==> config.mk <==
export PLATFORM = sky130hd
export DESIGN_NAME = gray_rx_decoder_flat
export DESIGN_NICKNAME = d
export VERILOG_FILES = /design/src/rtl/gray_rx_decoder_if.sv /design/src/rtl/gray_rx_decoder.sv /design/src/flat_wrapper.sv
export SDC_FILE = /design/constraint.sdc
export NUM_CORES = 1
export LEC_CHECK = 0
export CAP_MARGIN = 25
export CORE_MARGIN = 3
export CORE_UTILIZATION = 40
export DETAILED_ROUTE_END_ITERATION = 8
export PLACE_DENSITY = 0.66
export SLEW_MARGIN = 25
export SYNTH_ARGS = -nofsm -noshare
export SYNTH_HDL_FRONTEND = slang
export SYNTH_SLANG_ARGS = --single-unit
==> constraint.sdc <==
create_clock -name Clk -period 3.8 [get_ports Clk]
set_clock_uncertainty 0.05 [all_clocks]
set_input_delay 0.38 -clock Clk [delete_from_list [all_inputs] [get_ports Clk]]
set_output_delay 0.38 -clock Clk [all_outputs]
set_load 0.005 [all_outputs]
==> src/rtl/gray_rx_decoder_if.sv <==
// ----------------------------------------------------------------------------
// gray_rx_decoder_if
//   Bus between a Gray-count source/consumer and the gray_rx_decoder.
//   master : drives Valid/Gray/Clear, observes decoded count and status.
//   slave  : the decoder; observes Valid/Gray/Clear, drives count and status.
//
//   Valid     : Gray sample is valid this cycle
//   Gray      : Gray-coded count (WIDTH bits)
//   Clear     : synchronous clear of error/wrap state, back to IDLE
//   Binary    : registered binary decode of last accepted sample
//   Out_valid : one-cycle pulse, Binary updated this cycle
//   Wrap      : one-cycle pulse, last accepted step was all-ones -> 0
//   Wrap_cnt  : saturating wrap count (CNT_W bits)
//   Step_err  : sticky illegal-step flag
// ----------------------------------------------------------------------------
interface gray_rx_decoder_if #(
    parameter int WIDTH = 3,
    parameter int CNT_W = 4
);
    logic             Valid;
    logic [WIDTH-1:0] Gray;
    logic             Clear;
    logic [WIDTH-1:0] Binary;
    logic             Out_valid;
    logic             Wrap;
    logic [CNT_W-1:0] Wrap_cnt;
    logic             Step_err;

    modport master (
        output Valid, Gray, Clear,
        input  Binary, Out_valid, Wrap, Wrap_cnt, Step_err
    );

    modport slave (
        input  Valid, Gray, Clear,
        output Binary, Out_valid, Wrap, Wrap_cnt, Step_err
    );
endinterface

==> src/rtl/gray_rx_decoder.sv <==
// ----------------------------------------------------------------------------
// gray_rx_decoder
//   Receive side of a Gray counter link. Each valid sample is decoded to
//   binary and checked against the previous one: a legal stream only holds
//   or advances by one (mod 2^WIDTH). Wraps all-ones -> 0 are pulsed and
//   counted (saturating); any other step sets a sticky error and disables
//   further checking until Clear.
//
//   Clk   : system clock, rising edge
//   Reset : asynchronous active-low reset
//   bus   : gray_rx_decoder_if slave modport (see interface header)
// ----------------------------------------------------------------------------
module gray_rx_decoder #(
    parameter int WIDTH = 3,
    parameter int CNT_W = 4
) (
    input  logic                Clk,
    input  logic                Reset,
    gray_rx_decoder_if.slave    bus
);

    typedef enum logic [1:0] {
        IDLE  = 2'd0,   // no previous sample
        TRACK = 2'd1,   // checking successive samples
        ERROR = 2'd2    // illegal step seen, checking disabled
    } state_e;

    state_e           state_q;
    logic [WIDTH-1:0] binary_q;     // doubles as the previous accepted sample
    logic             out_valid_q;
    logic             wrap_q;
    logic [CNT_W-1:0] wrap_cnt_q;
    logic             step_err_q;

    logic [WIDTH-1:0] dec_d;
    logic [WIDTH-1:0] next_bin_d;

    // Binary bit i is the XOR of Gray bits i..MSB, i.e. the XOR of all right
    // shifts of the Gray word.
    // NOTE: every variable written in always_comb gets a value on entry so no
    // path can leave it unassigned and infer a latch.
    always_comb begin
        dec_d = bus.Gray;
        for (int i = 1; i < WIDTH; i++) begin
            dec_d = dec_d ^ (bus.Gray >> i);
        end
        next_bin_d = binary_q + WIDTH'(1);
    end

    // NOTE: all state below is updated with non-blocking assignments so every
    // register samples the pre-edge values, independent of statement order.
    always_ff @(posedge Clk or negedge Reset) begin
        if (!Reset) begin
            state_q     <= IDLE;
            binary_q    <= '0;
            out_valid_q <= 1'b0;
            wrap_q      <= 1'b0;
            wrap_cnt_q  <= '0;
            step_err_q  <= 1'b0;
        end else begin
            // Pulses fall back to 0 unless this edge accepts a sample.
            out_valid_q <= 1'b0;
            wrap_q      <= 1'b0;

            if (bus.Clear) begin
                // Clear wins over a simultaneous sample; Binary keeps its value.
                state_q    <= IDLE;
                wrap_cnt_q <= '0;
                step_err_q <= 1'b0;
            end else if (bus.Valid) begin
                out_valid_q <= 1'b1;
                binary_q    <= dec_d;
                unique case (state_q)
                    IDLE: state_q <= TRACK;
                    TRACK: begin
                        if (dec_d == binary_q) begin
                            // hold: transmitter not counting
                        end else if (dec_d == next_bin_d) begin
                            if (binary_q == '1) begin
                                wrap_q <= 1'b1;
                                if (wrap_cnt_q != '1) begin
                                    wrap_cnt_q <= wrap_cnt_q + CNT_W'(1);
                                end
                            end
                        end else begin
                            step_err_q <= 1'b1;
                            state_q    <= ERROR;
                        end
                    end
                    ERROR: begin
                        // tracking only; no checks, wrap count frozen
                    end
                    default: state_q <= IDLE;
                endcase
            end
        end
    end

    assign bus.Binary    = binary_q;
    assign bus.Out_valid = out_valid_q;
    assign bus.Wrap      = wrap_q;
    assign bus.Wrap_cnt  = wrap_cnt_q;
    assign bus.Step_err  = step_err_q;

endmodule

==> src/flat_wrapper.sv <==
// flat-port wrapper written by rule: the top's interface ports become plain ports
module gray_rx_decoder_flat 
#(
    parameter int WIDTH = 3,
    parameter int CNT_W = 4
)
  (Clk, Reset, bus_Valid, bus_Gray, bus_Clear, bus_Binary, bus_Out_valid, bus_Wrap, bus_Wrap_cnt, bus_Step_err);
  gray_rx_decoder_if #(.WIDTH(WIDTH), .CNT_W(CNT_W)) bus_i ();
  input  logic Clk;
  input  logic Reset;
  input wire logic [$bits(bus_i.Valid)-1:0] bus_Valid;
  input wire logic [$bits(bus_i.Gray)-1:0] bus_Gray;
  input wire logic [$bits(bus_i.Clear)-1:0] bus_Clear;
  output wire logic [$bits(bus_i.Binary)-1:0] bus_Binary;
  output wire logic [$bits(bus_i.Out_valid)-1:0] bus_Out_valid;
  output wire logic [$bits(bus_i.Wrap)-1:0] bus_Wrap;
  output wire logic [$bits(bus_i.Wrap_cnt)-1:0] bus_Wrap_cnt;
  output wire logic [$bits(bus_i.Step_err)-1:0] bus_Step_err;
  assign bus_i.Valid = bus_Valid;
  assign bus_i.Gray = bus_Gray;
  assign bus_i.Clear = bus_Clear;
  assign bus_Binary = bus_i.Binary;
  assign bus_Out_valid = bus_i.Out_valid;
  assign bus_Wrap = bus_i.Wrap;
  assign bus_Wrap_cnt = bus_i.Wrap_cnt;
  assign bus_Step_err = bus_i.Step_err;
  gray_rx_decoder #(.WIDTH(WIDTH), .CNT_W(CNT_W)) u_core (.Clk(Clk), .Reset(Reset), .bus(bus_i));
endmodule
== After elaboration in Yosys (flattened, before gate mapping) ==
Cells that the tools add are included.

* Add/subtract/negate cells: 2
* Equal/unequal tests: 11
* Mux-type cells: 25
* Bitwise operators: 3
* Reduce and logical (&&, ||, !) cells: 10

{| class="wikitable"
|+ Operators with widths
! cell !! count
|-
| 2-to-1 mux 4 bit || 7
|-
| 2-to-1 mux 1 bit || 13
|-
| nonzero test 2 bit || 5
|-
| 2-to-1 mux 2 bit || 4
|-
| AND reduction 4 bit || 2
|-
| equality test 3 bit || 2
|-
| inequality test 2 bit, second input constant || 3
|-
| inequality test 3 bit, second input constant || 2
|-
| one-hot mux 2 bit (3 select lines) || 1
|-
| AND reduction 6 bit || 1
|-
| adder 4 x 1 -> 4 bit, second input constant || 1
|-
| inequality test 4 bit, second input constant || 1
|-
| adder 3 x 1 -> 3 bit, second input constant || 1
|-
| equality test 3 bit, second input constant || 1
|-
| bitwise XOR 3 x 1 -> 3 bit || 1
|-
| bitwise XOR 3 x 2 -> 3 bit || 1
|-
| equality test 2 x 1 -> 1 bit, second input constant || 1
|-
| equality test 2 bit, second input constant || 1
|-
| zero test 2 bit || 1
|-
| AND reduction 2 bit || 1
|-
| inverter 1 bit || 1
|}

* Register bits after elaboration: 12
* Bits of input ports: 7
* Output and inout bits: 10
* Logic and storage cells: 57

== Logic depth before layout (Yosys ltp) ==
* Word-level depth: 8
* Depth in mapped cells: 7
* Depth with buffers taken out: 7

== Worst setup path before layout ==
OpenSTA, ideal clock, no wires.

* Path type: reg-to-reg
* From: reg u_core.binary_q[0] (netlist: u_core.bus.Binary[0])
* To: reg u_core.wrap_cnt_q[3] (netlist: u_core.bus.Wrap_cnt[3])
* Setup time: 0.128 ns
* Data arrival time: 2.270 ns
* Required time: 3.622 ns
* Slack: 1.352 ns
* Stages on the path, launching flop included: 8
* Buffers on the path: 0
* Period minus slack after synthesis: 2.448 ns
* Cells stage by stage: dfrtp_1 ha_1 ha_1 or4_4 nor2_4 o31ai_2 nor4_2 mux2_1

* Longest elaborated chain between the ends: 4
* Elaborated cells between the ends (all ways): 8
* Those cells by class: add/sub (1); eq/ne (4); reduce/logical (3)

{| class="wikitable"
|+ RTL lines
! what !! line !! RTL
|-
| from (decl) || gray_rx_decoder.sv:29 || <nowiki>logic [WIDTH-1:0] binary_q;</nowiki>
|-
| from (signal assigned) || gray_rx_decoder.sv:55 || <nowiki>binary_q <= '0;</nowiki>
|-
| from (signal assigned) || gray_rx_decoder.sv:72 || <nowiki>binary_q <= dec_d;</nowiki>
|-
| adder 3 x 1 -> 3 bit || gray_rx_decoder.sv:47 || <nowiki>next_bin_d = binary_q + WIDTH'(1);</nowiki>
|-
| equality test 3 bit || gray_rx_decoder.sv:78 || <nowiki>end else if (dec_d == next_bin_d) begin</nowiki>
|-
| nonzero test 2 bit (no line) || - ||
|-
| AND reduction 6 bit (no line) (*) || - ||
|-
| to (signal assigned) || gray_rx_decoder.sv:82 || <nowiki>wrap_cnt_q <= wrap_cnt_q + CNT_W'(1);</nowiki>
|-
| to (decl) || gray_rx_decoder.sv:32 || <nowiki>logic [CNT_W-1:0] wrap_cnt_q;</nowiki>
|}

Every way passes the cells marked *; elsewhere a longest branch is shown, timed or not.
A chain may end at the register's enable or synchronous reset.

== Worst setup path in the final report ==
Same ends and word-level chain as after synthesis.

==> Implementation_results.wiki <==
{| class="wikitable"
! Metric !! Value
|-
| Final routed DRC violation total || 0
|-
| Number of placement rows || 15
|-
| Part of the cycle the worst path needs || 68.35%
|-
| Final setup violation count || 0
|-
| Synthesized-area fraction occupied by and/or/nand/nor cells || 31.60%
|-
| Leakage power total || 0.0004147 uW
|-
| Internal power summed over all cells || 236.5 uW
|-
| Wire length of the first global-routing pass || 2.766 mm
|-
| Placed Instance Area || 937.1 um^2
|-
| Worst-Skew Late Latency || 0.27 ns
|-
| Number of vias per cell after detailed routing || 5.099
|-
| Critical path class || flop to flop
|-
| Run status || finished clean
|-
| Combined global-route utilization of all metal layers || 14.83%
|-
| CTS buffer count || 3
|-
| Total of warnings raised by yosys || 0
|-
| Post-route worst hold slack || 0.4241 ns
|-
| Diode count || 0
|-
| Sw Ratio || 28.81%
|-
| DRT iter0 DRCs || 2
|-
| Post-synthesis instance area || 768.2 um^2
|-
| Area of all placed cells without fillers || 973.4 um^2
|-
| Met3 routing resource usage after global routing || 6.949%
|-
| Startpoint Class || flop
|-
| Pin count of the biggest net entering global routing || 13
|-
| Largest fanout on the critical path || 5
|-
| Mean routed wirelength per cell || 12.38 um
|-
| Met2 track utilization from global routing || 23.35%
|-
| Final Critical Period || 2.597 ns
|-
| Number of flip-flops and latches in the synthesized netlist || 12
|-
| Buffers from clock root to sink, at most || 2
|-
| Max Cap Violations || 0
|-
| First-pass detailed-route iteration total || 4
|-
| Path class of the lowest-slack min-delay path || primary input to asynchronous set/reset pin
|-
| Final hold violations || 0
|-
| Starting Density || 43.55%
|-
| Combinational share of power || 25.1%
|-
| CTS clock-pin slew for the worst setup and hold paths || 0.07 ns
|-
| Die Height || 49.83 um
|-
| Post-synthesis to final-layout area growth || 26.71%
|-
| Cell variety after synth || 31
|-
| Multiplexer fraction of the synthesized cell area || 8.469%
|-
| Number of buffers inserted by hold repair at cts || 0
|-
| IR Drop Worst-Case VDD || 237.0 uV
|-
| Count of input and output buffers || 16
|-
| Actual transition at the worst max-transition pin || 0.5725 ns
|-
| Syn Inst Count || 79
|-
| Worst slew margin || 61.72%
|-
| CTS tree || yes
|-
| Buffer type at the clock tree root || sky130_fd_sc_hd__clkbuf_4
|-
| Number of nets produced by synthesis || 89
|-
| Xor and xnor fraction of the mapped netlist area || 5.537%
|-
| Highest attainable clock frequency || 0.3850 GHz
|-
| Post-cts resize count || 0
|-
| Unrepaired setup endpoints after global routing || false
|-
| Antenna violation net count after detailed routing || 0
|-
| Critical path capture point type || flop
|-
| Gpl congestion || 0.7682
|-
| Arr. time, crit path || 2.70 ns
|-
| NumNets Final || 107
|-
| Mean area per synthesized cell || 9.725 um^2
|-
| Drt total wl || 1.498 mm
|-
| Layout cells sized above 1 || 14.58%
|-
| Setup tns final || 0 ns
|-
| H-tree depth reported by CTS || 1
|-
| FILL cells || 180
|-
| Net switching power figure || 95.72 uW
|-
| Portion of total power attributed to the clock network || 29.8%
|-
| Sequential power share || 45.1%
|-
| Area occupied by registers || 300.3 um^2
|-
| Core Util, Final || 55.18%
|-
| Initial antenna violation count || 0
|-
| Vias in the first global route || 600
|-
| Number of clock sinks seen by CTS || 12
|-
| Critical Path RT || 3.90 ns
|-
| Total power divided by cell area || 341.3 nW/um^2
|-
| DIE AREA || 2483 um^2
|-
| Seq/Total Area, Yosys || 39.09%
|-
| Die Wd || 49.83 um
|-
| Vias || 617
|-
| Routing usage on met1 || 18.60%
|-
| Standard cell core area || 1764 um^2
|-
| Post-synthesis compound-gate area fraction || 6.515%
|-
| Main combinational cell family by area after synthesis || simple AND/OR/NAND/NOR gates
|-
| Multi-input gate area || 437.9 um^2
|-
| Slew Limit Fails || 0
|-
| Number of buffers inserted to repair setup after CTS || 0
|-
| Remaining global-route overflow || 0
|-
| GRT Max-Usage Layer || met2
|-
| Number of top-level pins || 17
|-
| Share of synthesized cell area in full adder, half adder and majority cells || 4.886%
|}
## stage by stage
step | cells | total power (uW) | setup WS (ns)
after floorplan | 79 | 203.1 | 1.352
after global placement | 117 | 234.3 | 1.209
after detailed placement | 117 | 236.0 | 1.179
after CTS | 121 | 338.8 | 1.174
after global routing | 121 | 356.5 | 1.080
final | 121 | 332.3 | 1.203
## final cells by class
cell class	count	area share (%)
multi-input cells	62	44.99
repair buffers	16	16.45
inverters	2	0.7712
clock buffers	4	3.728
flip-flops and latches	12	30.85
well taps	25	3.213
## synthesized netlist by cell type (all sizes together)
cell / instances / area [um^2]
or3: 2 / 12.51
nand3: 5 / 25.02
dfrtp: 12 / 300.3
clkbuf: 1 / 3.750
nor3: 3 / 25.02
inv: 2 / 7.510
and2b: 1 / 8.760
buf: 2 / 18.77
a22o: 1 / 8.760
o21ai: 1 / 5.000
xnor2: 3 / 26.28
nor2: 10 / 45.04
or4: 1 / 11.26
mux2: 4 / 45.04
o31ai: 1 / 12.51
nor2b: 3 / 18.77
nand4b: 2 / 17.52
a31oi: 1 / 6.260
nand2: 11 / 41.29
nor4: 2 / 18.77
mux2i: 2 / 20.02
nand4: 3 / 18.77
xor2: 1 / 16.27
a2111oi: 1 / 10.01
ha: 3 / 37.54
o21a: 1 / 7.510
## layout by cell type (no fill, tap or decap)
| cell | n |
|---|---|
| sky130_fd_sc_hd__and2b_2 | 1 |
| sky130_fd_sc_hd__o21ai_0 | 1 |
| sky130_fd_sc_hd__nor3_2 | 2 |
| sky130_fd_sc_hd__clkdlybuf4s50_1 | 16 |
| sky130_fd_sc_hd__clkbuf_4 | 3 |
| sky130_fd_sc_hd__nor2_4 | 1 |
| sky130_fd_sc_hd__dfrtp_1 | 12 |
| sky130_fd_sc_hd__xnor2_1 | 3 |
| sky130_fd_sc_hd__nor3_1 | 1 |
| sky130_fd_sc_hd__a2111oi_1 | 1 |
| sky130_fd_sc_hd__a22o_1 | 1 |
| sky130_fd_sc_hd__nand2_1 | 11 |
| sky130_fd_sc_hd__ha_1 | 3 |
| sky130_fd_sc_hd__nor4_2 | 1 |
| sky130_fd_sc_hd__or4_4 | 1 |
| sky130_fd_sc_hd__nand4b_1 | 2 |
| sky130_fd_sc_hd__o21a_1 | 1 |
| sky130_fd_sc_hd__mux2i_1 | 2 |
| sky130_fd_sc_hd__inv_1 | 2 |
| sky130_fd_sc_hd__a31oi_1 | 1 |
| sky130_fd_sc_hd__nor4_1 | 1 |
| sky130_fd_sc_hd__nor2b_1 | 3 |
| sky130_fd_sc_hd__nand3_1 | 5 |
| sky130_fd_sc_hd__xor2_2 | 1 |
| sky130_fd_sc_hd__nand4_1 | 3 |
| sky130_fd_sc_hd__o31ai_2 | 1 |
| sky130_fd_sc_hd__nor2_1 | 9 |
| sky130_fd_sc_hd__mux2_1 | 2 |
| sky130_fd_sc_hd__mux2_2 | 2 |
| sky130_fd_sc_hd__or3_1 | 2 |
| sky130_fd_sc_hd__clkbuf_8 | 1 |
## power by group through the flow
stage | logic (uW) | clock network [uW] | registers, uW
global route | 93.7 | 111 | 152
CTS | 84.2 | 105 | 150
floorplan | 53.0 | 0 | 150
finish | 83.3 | 99.2 | 150
global placement | 82.5 | 0 | 152
detailed placement | 83.7 | 0 | 152
## sequential cells by signal, indices dropped and copies added (netlist names)
signal and count:
u_core.bus.Wrap_cnt 4, u_core.bus.Binary 3, u_core.state_q 2, u_core.bus.Out_valid 1, u_core.bus.Step_err 1, u_core.bus.Wrap 1
## kinds of logic (layout without fill, tap and decap cells)
kind of cell / Yosys count / count (layout)
adders and majority gates: 3 / 3
xor gates and xnor gates: 4 / 4
AOI/OAI and AO/OA: 6 / 6
buffers and inverters: 5 / 22
muxes: 6 / 6
and+or+nand+nor: 43 / 43
DFF: 12 / 12
## worst max-delay path, stage by stage, from the launching register on
cell and delay [ns]:
sky130_fd_sc_hd__dfrtp_1 0.47, sky130_fd_sc_hd__ha_1 0.24, sky130_fd_sc_hd__ha_1 0.32, sky130_fd_sc_hd__or4_4 0.50
sky130_fd_sc_hd__nor2_4 0.10, sky130_fd_sc_hd__o31ai_2 0.10, sky130_fd_sc_hd__nor4_2 0.34, sky130_fd_sc_hd__mux2_1 0.35
## per-layer routing
layer / part of all wire (%) / vias to the layer above / wire length, um
met5: 0 / - / 0
met4: 0.40 / 0 / 6
met3: 6.9 / 2 / 104
met2: 45 / 15 / 675
met1: 47 / 287 / 711
li1: - / 313 / -
## path summary, 6_finish.rpt
check | endpoint | cells past startpoint | slack (ns) | startpoint
hold / removal | u_core.bus.Wrap_cnt[1] | 1 | 0.42 | Reset
min in group Clk | u_core.bus.Step_err | 1 | 0.47 | u_core.bus.Step_err
setup reg to reg | u_core.bus.Wrap_cnt[3] | 7 | 1.20 | u_core.bus.Binary[0]
max in group asynchronous | u_core.bus.Wrap_cnt[3] | 1 | 2.90 | Reset
hold reg to reg | u_core.bus.Step_err | 1 | 0.47 | u_core.bus.Step_err
setup / recovery | u_core.bus.Wrap_cnt[3] | 7 | 1.20 | u_core.bus.Binary[0]
Power figures use the tool's default switching activity.
